$ cat src/rtl/exp_seq_controller_pkg.sv
// Shared definitions for the exponential-engine sequencing controller:
// controller state encoding, operand word layout and word widths.
package exp_seq_controller_pkg;

  localparam int OP_W   = 18;  // operand word popped from the input FIFO
  localparam int RES_W  = 21;  // engine result word pushed to the output FIFO
  localparam int VO_MSB = 17;
  localparam int VO_LSB = 2;
  localparam int UI_MSB = 1;
  localparam int VO_W   = VO_MSB - VO_LSB + 1;
  localparam int UI_W   = UI_MSB + 1;

  typedef enum logic [2:0] {
    ST_IDLE   = 3'd0,
    ST_FETCH  = 3'd1,
    ST_SHIFT  = 3'd2,
    ST_START  = 3'd3,
    ST_WAIT   = 3'd4,
    ST_WRITE  = 3'd5,
    ST_FINISH = 3'd6
  } state_t;

  // Counter width able to hold values up to n (at least one bit).
  function automatic int cnt_width(input int n);
    return (n < 2) ? 1 : $clog2(n + 1);
  endfunction

endpackage

$ cat src/rtl/exp_seq_controller_if.sv
// Job request, operand FIFO, datapath strobe and result FIFO signals of the
// controller.
// Handshakes: start is a single-cycle request honoured only while idle;
// in_rd pops the first-word-fall-through operand FIFO in a cycle where
// in_empty=0; out_wr pushes the result FIFO in a cycle where out_full=0;
// engStart/engDone bracket one engine run, engDone is only observed while
// the controller waits for it.
interface exp_seq_controller_if #(parameter int CNT_W = 8);
  import exp_seq_controller_pkg::*;

  logic              start;
  logic [CNT_W-1:0]  num;
  logic              in_empty;
  logic [OP_W-1:0]   in_data;
  logic              in_rd;
  logic [VO_W-1:0]   Vo;
  logic [UI_W-1:0]   Ui;
  logic              Ldx;
  logic              Ldu;
  logic              shiftL;
  logic              engStart;
  logic              engDone;
  logic              out_full;
  logic              out_wr;
  logic              busy;
  logic              done;

  // Controller side.
  modport master (
    input  start, num, in_empty, in_data, engDone, out_full,
    output in_rd, Vo, Ui, Ldx, Ldu, shiftL, engStart, out_wr, busy, done
  );

  // Environment side (FIFOs, datapath, job requester).
  modport slave (
    output start, num, in_empty, in_data, engDone, out_full,
    input  in_rd, Vo, Ui, Ldx, Ldu, shiftL, engStart, out_wr, busy, done
  );

endinterface

$ cat src/rtl/exp_seq_controller_down_counter.sv
// Loadable down counter with a zero flag; saturates at zero.
module exp_seq_controller_down_counter #(
  parameter int W = 8
) (
  input  logic         clk,
  input  logic         rst,
  input  logic         load_i,
  input  logic [W-1:0] load_val_i,
  input  logic         dec_i,
  output logic         zero_o
);

  logic [W-1:0] cnt_q;
  logic [W-1:0] cnt_d;

  // Next count: load has priority over decrement.
  always_comb begin
    cnt_d = cnt_q;
    if (load_i) begin
      cnt_d = load_val_i;
    end else if (dec_i && (cnt_q != '0)) begin
      cnt_d = cnt_q - W'(1);
    end
  end

  // Count register, cleared by the asynchronous active-low reset.
  always_ff @(posedge clk or negedge rst) begin
    if (!rst) begin
      cnt_q <= '0;
    end else begin
      cnt_q <= cnt_d;
    end
  end

  assign zero_o = (cnt_q == '0);

endmodule

$ cat src/rtl/exp_seq_controller.sv
// Sequences one job of num operands through the exponential engine:
// pop operand, load datapath, pre-scale by SHIFT_N shifts, run the engine,
// push the result, repeat; then pulse done.
module exp_seq_controller
  import exp_seq_controller_pkg::*;
#(
  parameter int SHIFT_N = 0,
  parameter int CNT_W   = 8
) (
  input  logic                        clk,
  input  logic                        rst,
  exp_seq_controller_if.master        bus,
  output state_t                      state_o
);

  localparam int SH_W = cnt_width(SHIFT_N);
  // The shift counter holds the shifts still to do after the current one,
  // so the last SHIFT cycle is the one where it reads zero.
  localparam logic [SH_W-1:0] SH_LOAD = SH_W'((SHIFT_N > 0) ? SHIFT_N - 1 : 0);

  state_t state_q;
  logic   fetch_go;
  logic   write_go;
  logic   rem_zero;
  logic   sh_zero;

  assign fetch_go = (state_q == ST_FETCH) && !bus.in_empty;
  assign write_go = (state_q == ST_WRITE) && !bus.out_full;

  // remaining holds the elements still to process after the current one,
  // loaded with num-1 so the zero flag marks the last element directly and
  // num = 2^CNT_W-1 never needs an extra bit.
  exp_seq_controller_down_counter #(.W(CNT_W)) u_remaining (
    .clk        (clk),
    .rst        (rst),
    .load_i     ((state_q == ST_IDLE) && bus.start),
    .load_val_i (bus.num - CNT_W'(1)),
    .dec_i      (write_go),
    .zero_o     (rem_zero)
  );

  exp_seq_controller_down_counter #(.W(SH_W)) u_shift_cnt (
    .clk        (clk),
    .rst        (rst),
    .load_i     (fetch_go),
    .load_val_i (SH_LOAD),
    .dec_i      (state_q == ST_SHIFT),
    .zero_o     (sh_zero)
  );

  // Controller state machine; start and engDone only matter in IDLE / WAIT.
  always_ff @(posedge clk or negedge rst) begin
    if (!rst) begin
      state_q <= ST_IDLE;
    end else begin
      case (state_q)
        ST_IDLE: begin
          if (bus.start) begin
            state_q <= (bus.num == '0) ? ST_FINISH : ST_FETCH;
          end
        end
        ST_FETCH: begin
          if (!bus.in_empty) begin
            state_q <= (SHIFT_N > 0) ? ST_SHIFT : ST_START;
          end
        end
        ST_SHIFT: begin
          if (sh_zero) begin
            state_q <= ST_START;
          end
        end
        ST_START: state_q <= ST_WAIT;
        ST_WAIT: begin
          if (bus.engDone) begin
            state_q <= ST_WRITE;
          end
        end
        ST_WRITE: begin
          if (!bus.out_full) begin
            state_q <= rem_zero ? ST_FINISH : ST_FETCH;
          end
        end
        ST_FINISH: state_q <= ST_IDLE;
        default:   state_q <= ST_IDLE;
      endcase
    end
  end

  // Operand fields pass straight through to the datapath.
  assign bus.Vo = bus.in_data[VO_MSB:VO_LSB];
  assign bus.Ui = bus.in_data[UI_MSB:0];

  // Pop and both loads happen together in the cycle the FIFO offers a word.
  assign bus.in_rd = fetch_go;
  assign bus.Ldx   = fetch_go;
  assign bus.Ldu   = fetch_go;

  // Remaining strobes depend on the state register only.
  assign bus.shiftL   = (state_q == ST_SHIFT);
  assign bus.engStart = (state_q == ST_START);
  assign bus.out_wr   = write_go;
  assign bus.done     = (state_q == ST_FINISH);
  // busy drops in the done cycle so a requester sees done with busy low.
  assign bus.busy     = (state_q != ST_IDLE) && (state_q != ST_FINISH);

  assign state_o = state_q;

endmodule

$ cat src/flat_wrapper.sv
// flat-port wrapper written by rule: the top's interface ports become plain ports
module exp_seq_controller_flat import exp_seq_controller_pkg::*;
#(
  parameter int SHIFT_N = 0,
  parameter int CNT_W   = 8
)
  (clk, rst, state_o, bus_start, bus_num, bus_in_empty, bus_in_data, bus_engDone, bus_out_full, bus_in_rd, bus_Vo, bus_Ui, bus_Ldx, bus_Ldu, bus_shiftL, bus_engStart, bus_out_wr, bus_busy, bus_done);
  exp_seq_controller_if #(.CNT_W(CNT_W)) bus_i ();
  input  logic clk;
  input  logic rst;
  output state_t state_o;
  input wire logic [$bits(bus_i.start)-1:0] bus_start;
  input wire logic [$bits(bus_i.num)-1:0] bus_num;
  input wire logic [$bits(bus_i.in_empty)-1:0] bus_in_empty;
  input wire logic [$bits(bus_i.in_data)-1:0] bus_in_data;
  input wire logic [$bits(bus_i.engDone)-1:0] bus_engDone;
  input wire logic [$bits(bus_i.out_full)-1:0] bus_out_full;
  output wire logic [$bits(bus_i.in_rd)-1:0] bus_in_rd;
  output wire logic [$bits(bus_i.Vo)-1:0] bus_Vo;
  output wire logic [$bits(bus_i.Ui)-1:0] bus_Ui;
  output wire logic [$bits(bus_i.Ldx)-1:0] bus_Ldx;
  output wire logic [$bits(bus_i.Ldu)-1:0] bus_Ldu;
  output wire logic [$bits(bus_i.shiftL)-1:0] bus_shiftL;
  output wire logic [$bits(bus_i.engStart)-1:0] bus_engStart;
  output wire logic [$bits(bus_i.out_wr)-1:0] bus_out_wr;
  output wire logic [$bits(bus_i.busy)-1:0] bus_busy;
  output wire logic [$bits(bus_i.done)-1:0] bus_done;
  assign bus_i.start = bus_start;
  assign bus_i.num = bus_num;
  assign bus_i.in_empty = bus_in_empty;
  assign bus_i.in_data = bus_in_data;
  assign bus_i.engDone = bus_engDone;
  assign bus_i.out_full = bus_out_full;
  assign bus_in_rd = bus_i.in_rd;
  assign bus_Vo = bus_i.Vo;
  assign bus_Ui = bus_i.Ui;
  assign bus_Ldx = bus_i.Ldx;
  assign bus_Ldu = bus_i.Ldu;
  assign bus_shiftL = bus_i.shiftL;
  assign bus_engStart = bus_i.engStart;
  assign bus_out_wr = bus_i.out_wr;
  assign bus_busy = bus_i.busy;
  assign bus_done = bus_i.done;
  exp_seq_controller #(.SHIFT_N(SHIFT_N), .CNT_W(CNT_W)) u_core (.clk(clk), .rst(rst), .bus(bus_i), .state_o(state_o));
endmodule
$ cat config.mk
export PLATFORM = sky130hd
export DESIGN_NAME = exp_seq_controller_flat
export DESIGN_NICKNAME = d
export VERILOG_FILES = /design/src/rtl/exp_seq_controller_pkg.sv /design/src/rtl/exp_seq_controller_if.sv /design/src/rtl/exp_seq_controller_down_counter.sv /design/src/rtl/exp_seq_controller.sv /design/src/flat_wrapper.sv
export SDC_FILE = /design/constraint.sdc
export NUM_CORES = 1
export LEC_CHECK = 0
export CAP_MARGIN = 20
export CORE_AREA = 2 2 76 56
export CTS_CLUSTER_DIAMETER = 60
export DETAILED_ROUTE_END_ITERATION = 8
export DIE_AREA = 0 0 78 58
export HOLD_SLACK_MARGIN = 0.1
export PLACE_DENSITY = 0.75
export SLEW_MARGIN = 20
export SYNTH_ARGS = -nofsm -noshare
export SYNTH_HDL_FRONTEND = slang
export SYNTH_SLANG_ARGS = --single-unit
export TNS_END_PERCENT = 10
$ cat constraint.sdc
create_clock -name clk -period 3.3 [get_ports clk]
set_input_delay 0.66 -clock clk [delete_from_list [all_inputs] [get_ports clk]]
set_output_delay 0.66 -clock clk [all_outputs]
set_load 0.005 [all_outputs]
==> flow_summary.toml, run 1 <==
[outcome]
status = "completed"

[pwr]
p_leak_nw = 0.468
vdd_drop_max_uv = 256
cellPowerDensity_nw_per_um2 = 756

[yosys]
yosys.cell_types.count = 47
syn_avg_cell_area_um2 = 8.65
synth.cell_area_um2 = 1110
synth.largest_area_cell = "sky130_fd_sc_hd__dfrtp_1"
number_of_enable_type_register_cells_in_the_synthesized_netlist = 0
post-synth-top-area-fraction_pct = 27.1
synth.most_common_cell = "sky130_fd_sc_hd__buf_4"
synth_seq_area_share_pct = 27.1
synth.net_count = 161
asyncSetResetFlopFracSynth_pct = 100
ys_top_cells_by_count = "sky130_fd_sc_hd__buf_4 (20), sky130_fd_sc_hd__dfrtp_1 (12), sky130_fd_sc_hd__a21oi_1 (7)"
synth-seq-cells = 12
ys_warn_count = 0
ys_top_cells_by_area = "sky130_fd_sc_hd__dfrtp_1 (27%), sky130_fd_sc_hd__buf_4 (14%), sky130_fd_sc_hd__o211ai_1 (3.4%)"
postSynthCellCount = 128
ys_dominant_reg_cell = "sky130_fd_sc_hd__dfrtp_1"

[timing]
fmax_mhz = 343
skew_ns = 0.0119
worst_slew_pin_slew_ns = 0.538
final.min_clock_period_ns = 2.91
final.setup.tns_ns = 0
max_slew_margin_pct = 63.6
min_period_over_period_pct = 88.3
finalHoldViolCount = 0
postLayoutSetupSlackWorst_ns = 0.387
setup-violations-final = 0
timing_max_transition_violations_final = 0
grt_setup_unrepaired = "false"

[clock_network]
tritoncts = "done"
clock_edge_transition_at_the_registers_on_the_reported_setup_and_hold_paths_ns = 0.05
root_buffer = "sky130_fd_sc_hd__clkbuf_8"
cts_setup_buffers = 0
cts_htree_levels = 1
worstSkewPairLatency_ns = 0.26
cts_made_buffers = 3
cts_hold_buf = 0
clk_path_buf_depth = 2
postCtsResizedCells = 0
clkSinkCount = 12

[drt]
antenna_violating_nets_post_route = 0
detail_route.first_pass.iterations = 4
vias_per_cell = 5.19
route.vias.total = 961
remaining_drcs = 0
totalWireLength_mm = 2.50
route.detailed.wl_per_inst_um = 13.5
drt-initial-drc-count = 67

[critical_path]
critPathCaptureType = "flop"
reg2reg_slack_ns = 0.68
cp.required_ns = 3.41
regToRegStartpoint = "u_core.state_o[2]"
reg2regPathDepth = 7
critPathMaxFanout = 7
timing.rr.end = "u_core.u_remaining.cnt_q[6]"
timing.setup.critical_path_class = "primary input to flop"
timing.critical_path.arrival_ns = 3.02
setup.worst_path.start_class = "primary input"

[min_path]
hold_end = "u_core.u_shift_cnt.cnt_q"
hold_path.startpoint = "u_core.u_shift_cnt.cnt_q"
worst_hold_path.num_cells = 1
holdCritPathClass = "flop to flop"

[floorplanning]
start_util_pct = 29.1
design.die.area_um2 = 4520
core_region_area_um2 = 3800
boundaryPins = 61
die-width_um = 78
num_rows = 19
chipHeight_um = 58

[cells_and_area]
share_of_cells_above_drive_strength_1_pct = 14.3
nets = 167
area_of_the_multi_input_gates_um2 = 628
register_area_um2 = 300
antenna_cells_inserted = 0
area_growth_syn_to_layout_pct = 18.8
fillCellCount = 401

[global_route]
globalRouteTotalUtil_pct = 12.0
first_global_vias = 857
grt_max_degree = 17
grt.overflow.total = 0
antenna_found_initial = 0
grt_first_pass_wirelength_mm = 4.17

[place]
port-buffer-count = 24
dp_slack_ns = 0.140
gp_congestion = 0.834
dp_wirelength_mm = 1.97

[run]
max_cap_viol_count = 0
how the worst max path moves through the flow:
stage / from / endpoint / slack (ns)
3_3_place_gp: bus_start / u_core.u_remaining.cnt_q[6] / 0.25
5_1_grt: bus_start / u_core.u_remaining.cnt_q[6] / 0.11
3_5_place_dp: bus_start / u_core.u_remaining.cnt_q[6] / 0.14
6_report: bus_start / u_core.u_remaining.cnt_q[6] / 0.39
4_1_cts: bus_start / u_core.u_remaining.cnt_q[6] / 0.41
2_1_floorplan: u_core.state_o[1] / u_core.u_remaining.cnt_q[6] / 0.60
critical path, stage by stage:
cell                              delay, ns
sky130_fd_sc_hd__clkdlybuf4s50_1       0.50
sky130_fd_sc_hd__nor4b_2               0.47
sky130_fd_sc_hd__nor2_1                0.07
sky130_fd_sc_hd__a21oi_1               0.15
sky130_fd_sc_hd__ha_1                  0.25
sky130_fd_sc_hd__or3b_2                0.50
sky130_fd_sc_hd__o311ai_0              0.29
sky130_fd_sc_hd__nand3_1               0.13
power breakdown:
| group | internal (W) | switching, W |
|---|---|---|
| Clock | 0.000106 | 0.0000619 |
| Sequential | 0.000212 | 0.000109 |
| Combinational | 0.000276 | 0.000230 |
| Total | 0.000593 | 0.000401 |
per-layer routing:
layer  vias to the layer above  GRT usage [%]  routed length (um)
met4                         0           6.77                  62
met1                       449           16.7                1200
met3                         8           4.98                 179
li1                        473              -                   -
met2                        31           15.4                1060
met5                         -              0                   0
stage by stage:
stage	hold WS [ns]	std cells	instance area [um2]	util, %	total power, W
after floorplan	0.364	128	1110	-	0.000651
after global placement	0.533	181	1260	33.1	0.000820
after detailed placement	0.533	181	1260	33.1	0.000824
after CTS	0.541	185	1320	34.6	0.000993
after global routing	0.574	185	1320	34.6	0.00108
final	0.537	185	1320	34.6	0.000994
final cells by class:
class	instances	share of cell area [%]
clock buffer	4	4.19
multi-input combinational	89	47.8
sequential	12	22.8
tap	52	4.95
inverter	1	0.285
timing repair buffer	27	20.0
placed cells by master (no fill, tap or decap), types with 3 or more instances in the layout:
| cell | synthesis | final |
|---|---|---|
| sky130_fd_sc_hd__nand3_1 | 3 | 3 |
| sky130_fd_sc_hd__nor3_1 | 3 | 3 |
| sky130_fd_sc_hd__nand2b_1 | 3 | 3 |
| sky130_fd_sc_hd__and2_1 | 3 | 3 |
| sky130_fd_sc_hd__o311ai_0 | 3 | 3 |
| sky130_fd_sc_hd__nor2_1 | 5 | 5 |
| sky130_fd_sc_hd__nor2b_1 | 4 | 4 |
| sky130_fd_sc_hd__or4_1 | 4 | 4 |
| sky130_fd_sc_hd__dfrtp_1 | 12 | 12 |
| sky130_fd_sc_hd__xor2_1 | 4 | 4 |
| sky130_fd_sc_hd__clkdlybuf4s50_1 | 0 | 24 |
| sky130_fd_sc_hd__o211ai_1 | 5 | 5 |
| sky130_fd_sc_hd__clkbuf_8 | 0 | 4 |
| sky130_fd_sc_hd__nand2_1 | 5 | 5 |
| sky130_fd_sc_hd__or3_1 | 3 | 3 |
| sky130_fd_sc_hd__nor3b_1 | 3 | 3 |
| sky130_fd_sc_hd__buf_4 | 20 | 3 |
| sky130_fd_sc_hd__a21oi_1 | 7 | 7 |
flip-flops by register name (all words and copies together), names as in the netlist:
register and count:
u_core.state_o 3, u_core.u_shift_cnt.cnt_q 1, u_core.u_remaining.cnt_q 8
logic make-up (layout without fill, tap and decap cells):
group                    after synthesis  after routing  share of synthesized area (%)
AO/OA/AOI/OAI                         31             31                           20.3
AND/OR/NAND/NOR                       50             50                           29.4
multiplexers                           2              2                           1.92
XOR/XNOR                               5              5                           3.95
flip-flops                            12             12                           27.1
adder cells (fa/ha/maj)                1              1                           1.13
buffers and inverters                 27             32                           16.2
No activity file was read; power rests on OpenSTA's default activity.
==> inputs of run 2 (changes only) <==
--- a/config.mk
+++ b/config.mk
@@ -12,6 +12,7 @@
 export DIE_AREA = 0 0 78 58
 export HOLD_SLACK_MARGIN = 0.1
 export PLACE_DENSITY = 0.75
+export RECOVER_POWER = 100
 export SLEW_MARGIN = 20
 export SYNTH_ARGS = -nofsm -noshare
 export SYNTH_HDL_FRONTEND = slang
==> constraint.sdc (replaced) <==
create_clock -name clk -period 3.7 [get_ports clk]
set_input_delay 0.74 -clock clk [delete_from_list [all_inputs] [get_ports clk]]
set_output_delay 0.74 -clock clk [all_outputs]
set_load 0.005 [all_outputs]
==> flow_summary.toml, run 2 (same netlist as run 1, synthesis figures left out) <==
[outcome]
status = "completed"

[timing]
timing_max_transition_violations_final = 0
grt_setup_unrepaired = "false"
postLayoutSetupSlackWorst_ns = 0.588
finalHoldViolCount = 0
skew_ns = 0.000451
setup-violations-final = 0
min_period_over_period_pct = 84.1
fmax_mhz = 321
final.setup.tns_ns = 0
worst_slew_pin_slew_ns = 0.566
max_slew_margin_pct = 62.1
final.min_clock_period_ns = 3.11

[cells_and_area]
nets = 166
regMostFlops = "u_core.u_remaining.cnt_q"
fillCellCount = 393
share_of_cells_above_drive_strength_1_pct = 9.92
layout_common_cells = "sky130_fd_sc_hd__dlygate4sd3_1 (14), sky130_fd_sc_hd__dfrtp_1 (12), sky130_fd_sc_hd__clkdlybuf4s50_1 (10)"
area_growth_syn_to_layout_pct = 15.3
layout_commonest_cell = "sky130_fd_sc_hd__dlygate4sd3_1"
finalNonFillerCells = 183
utilization_pct = 33.6
antenna_cells_inserted = 0
largest_register_ff_count = 8

[critical_path]
timing.setup.critical_path_class = "primary input to primary output"
critPathCaptureType = "primary output"
reg2reg_slack_ns = 0.97
timing.critical_path.arrival_ns = 2.37
cp.required_ns = 2.96
setup.worst_path.start_class = "primary input"
critPathMaxFanout = 7

[drt]
drt-initial-drc-count = 35
vias_per_cell = 5.25
remaining_drcs = 0
detail_route.first_pass.iterations = 4
route.vias.total = 961
route.detailed.wl_per_inst_um = 13.7
antenna_violating_nets_post_route = 0
totalWireLength_mm = 2.51

[floorplanning]
die-width_um = 78
boundaryPins = 61
design.die.area_um2 = 4520
core_region_area_um2 = 3800
start_util_pct = 29.1
num_rows = 19
chipHeight_um = 58

[run]
max_cap_viol_count = 0

[clock_network]
postCtsResizedCells = 0
cts_made_buffers = 3
clkSinkCount = 12
root_buffer = "sky130_fd_sc_hd__clkbuf_8"
cts_setup_buffers = 0
cts_htree_levels = 1
tritoncts = "done"
worstSkewPairLatency_ns = 0.24
cts_hold_buf = 0
clock_edge_transition_at_the_registers_on_the_reported_setup_and_hold_paths_ns = 0.05
clk_path_buf_depth = 2

[pwr]
p_leak_nw = 0.465
cellPowerDensity_nw_per_um2 = 648
vdd_drop_max_uv = 279
report.power.total_w = 0.000827

[global_route]
grt_first_pass_wirelength_mm = 4.31
grt.overflow.total = 0
antenna_found_initial = 0
first_global_vias = 878
globalRouteTotalUtil_pct = 12.0
grt_max_degree = 19

[place]
dp_slack_ns = 0.435
dp_wirelength_mm = 1.97
dp_cells = 180
gp_congestion = 0.905
port-buffer-count = 24

[min_path]
holdCritPathClass = "flop to flop"
==> run 2: layout make-up <==
cell class	instances	area (um2)	share of cell area, %
timing repair buffer	26	251	19.7
clock buffer	3	41.3	3.24
multi-input combinational	89	614	48.1
tap	52	65.1	5.10
sequential	12	300	23.5
inverter	1	3.75	0.294
==> run 2: final timing paths <==
path | from | to | cells past startpoint
min in group asynchronous | rst | u_core.state_o[0] | 1
min | u_core.u_shift_cnt.cnt_q | u_core.u_shift_cnt.cnt_q | 1
min reg2reg | u_core.u_shift_cnt.cnt_q | u_core.u_shift_cnt.cnt_q | 1
max reg2reg | u_core.state_o[0] | u_core.u_remaining.cnt_q[6] | 7
max | bus_out_full | bus_out_wr | 4
max in group asynchronous | rst | u_core.u_remaining.cnt_q[7] | 1
==> run 2: layer usage <==
layer  part of all wire, %  global-route usage [%]
met2                    44                    16.6
met5                     0                       0
met3                   6.4                    3.43
met4                  0.56                    3.01
met1                    49                    18.3
==> run 2: metrics by stage <==
| stage | hold WS (ns) | instance area, um2 |
|---|---|---|
| detailed placement | 0.537 | 1250 |
| finish | 0.541 | 1280 |
| global placement | 0.531 | 1250 |
| global route | 0.571 | 1280 |
| floorplan | 0.444 | 1110 |
| CTS | 0.544 | 1290 |
==> run 2: where the power goes <==
| group | leakage [nW] | internal [W] | switching [W] |
|---|---|---|---|
| clock network | 0.0216 | 0.0000717 | 0.0000472 |
| registers | 0.147 | 0.000189 | 0.000118 |
| logic | 0.296 | 0.000220 | 0.000182 |
==> run 2: worst max-delay path: stages <==
cell	delay [ns]
sky130_fd_sc_hd__clkdlybuf4s50_1	0.43
sky130_fd_sc_hd__nor4bb_1	0.26
sky130_fd_sc_hd__clkbuf_1	0.31
sky130_fd_sc_hd__dlygate4sd3_1	0.62
==> inputs of run 3 (changes only) <==
==> constraint.sdc (replaced) <==
create_clock -name clk -period 2.93 [get_ports clk]
set_input_delay 0.586 -clock clk [delete_from_list [all_inputs] [get_ports clk]]
set_output_delay 0.586 -clock clk [all_outputs]
set_load 0.005 [all_outputs]
==> flow_summary.toml, run 3 (same netlist as run 1, synthesis figures left out) <==
[drt]
totalWireLength_mm = 2.61
antenna_violating_nets_post_route = 0
remaining_drcs = 0
vias_per_cell = 5.16
route.detailed.wl_per_inst_um = 13.9
drt-initial-drc-count = 121
route.vias.total = 970
detail_route.first_pass.iterations = 4

[global_route]
antenna_found_initial = 0
grt.overflow.total = 0
first_global_vias = 872
grt_max_degree = 16
globalRouteTotalUtil_pct = 12.4
grt_first_pass_wirelength_mm = 4.37

[place]
dp_slack_ns = -0.0213
gp_congestion = 0.826
dp_wirelength_mm = 2.05
port-buffer-count = 24

[clock_network]
clk_path_buf_depth = 2
cts_made_buffers = 3
tritoncts = "done"
cts_htree_levels = 1
clkSinkCount = 12
postCtsResizedCells = 0
root_buffer = "sky130_fd_sc_hd__clkbuf_8"
cts_hold_buf = 0
cts_setup_buffers = 0
worstSkewPairLatency_ns = 0.24
clock_edge_transition_at_the_registers_on_the_reported_setup_and_hold_paths_ns = 0.06

[critical_path]
timing.critical_path.arrival_ns = 2.21
cp.required_ns = 2.34
setup.worst_path.start_class = "flop"
timing.setup.critical_path_class = "flop to primary output"
critPathCaptureType = "primary output"
critPathMaxFanout = 11

[pwr]
cellPowerDensity_nw_per_um2 = 843
p_leak_nw = 0.480
vdd_drop_max_uv = 349
report.power.total_w = 0.00111

[timing]
worst_slew_pin_slew_ns = 0.585
finalHoldViolCount = 0
final.min_clock_period_ns = 2.80
min_period_over_period_pct = 95.6
setup-violations-final = 0
max_slew_margin_pct = 60.9
fmax_mhz = 357
timing_max_transition_violations_final = 0
final.setup.tns_ns = 0
grt_setup_unrepaired = "false"
postLayoutSetupSlackWorst_ns = 0.130
skew_ns = 0.00167

[floorplanning]
chipHeight_um = 58
boundaryPins = 61
design.die.area_um2 = 4520
core_region_area_um2 = 3800
start_util_pct = 29.1
die-width_um = 78
num_rows = 19

[cells_and_area]
share_of_cells_above_drive_strength_1_pct = 12.5
area_growth_syn_to_layout_pct = 19.0
fillCellCount = 399
layout_commonest_cell = "sky130_fd_sc_hd__clkdlybuf4s50_1"
antenna_cells_inserted = 0
largest_register_ff_count = 8
nets = 170
regMostFlops = "u_core.u_remaining.cnt_q"
layout_common_cells = "sky130_fd_sc_hd__clkdlybuf4s50_1 (14), sky130_fd_sc_hd__dfrtp_1 (12), sky130_fd_sc_hd__dlygate4sd3_1 (10)"

[outcome]
status = "completed"

[min_path]
holdCritPathClass = "flop to flop"

[run]
max_cap_viol_count = 0
run 3: worst max-delay path, cell delays in order, from the launching register on:
cell and delay (ns):
sky130_fd_sc_hd__dfrtp_1 0.43, sky130_fd_sc_hd__clkbuf_1 0.39, sky130_fd_sc_hd__nor2b_1 0.12, sky130_fd_sc_hd__or3b_2 0.44, sky130_fd_sc_hd__dlygate4sd3_1 0.59
run 3: layer usage:
metal / vias to the layer above / GRT usage (%) / part of all wire (%) / wire [um]
li1: 481 / - / - / -
met1: 460 / 17.7 / 50 / 1290
met5: - / 0 / 0 / 0
met2: 23 / 17.5 / 45 / 1170
met4: 0 / 3.51 / 1.3 / 33
met3: 6 / 4.67 / 4.4 / 116
run 3: cell type report:
class	count	area, um2	share of cell area (%)
Tap cell	52	65.1	4.94
Inverter	1	3.75	0.285
Clock buffer	4	55.1	4.18
Timing Repair Buffer	30	274	20.8
Sequential cell	12	300	22.8
Multi-Input combinational cell	89	619	47.0
run 3: worst paths after layout:
| kind | to | cells past startpoint | slack [ns] | start |
|---|---|---|---|---|
| max reg2reg | u_core.u_remaining.cnt_q[4] | 7 | 0.45 | u_core.state_o[1] |
| max | bus_busy | 4 | 0.13 | u_core.state_o[2] |
| min | u_core.u_shift_cnt.cnt_q | 1 | 0.55 | u_core.u_shift_cnt.cnt_q |
| max in group asynchronous | u_core.u_remaining.cnt_q[1] | 1 | 1.77 | rst |
| min in group asynchronous | u_core.state_o[0] | 1 | 0.78 | rst |
| min reg2reg | u_core.u_shift_cnt.cnt_q | 1 | 0.55 | u_core.u_shift_cnt.cnt_q |
run 3: where the power goes:
part / internal (W) / total, W / switching (W)
combinational: 0.000299 / 0.000565 / 0.000266
clock: 0.000119 / 0.000186 / 0.0000670
sequential: 0.000239 / 0.000360 / 0.000121
run 3: per-stage QoR:
stage	hold slack (ns)	util [%]	instance area (um2)	instances
final	0.550	34.6	1320	188
after CTS	0.546	35.2	1340	188
after floorplan	0.290	-	1110	128
after detailed placement	0.538	33.7	1280	184
after global routing	0.572	34.6	1320	188
after global placement	0.532	33.7	1280	184
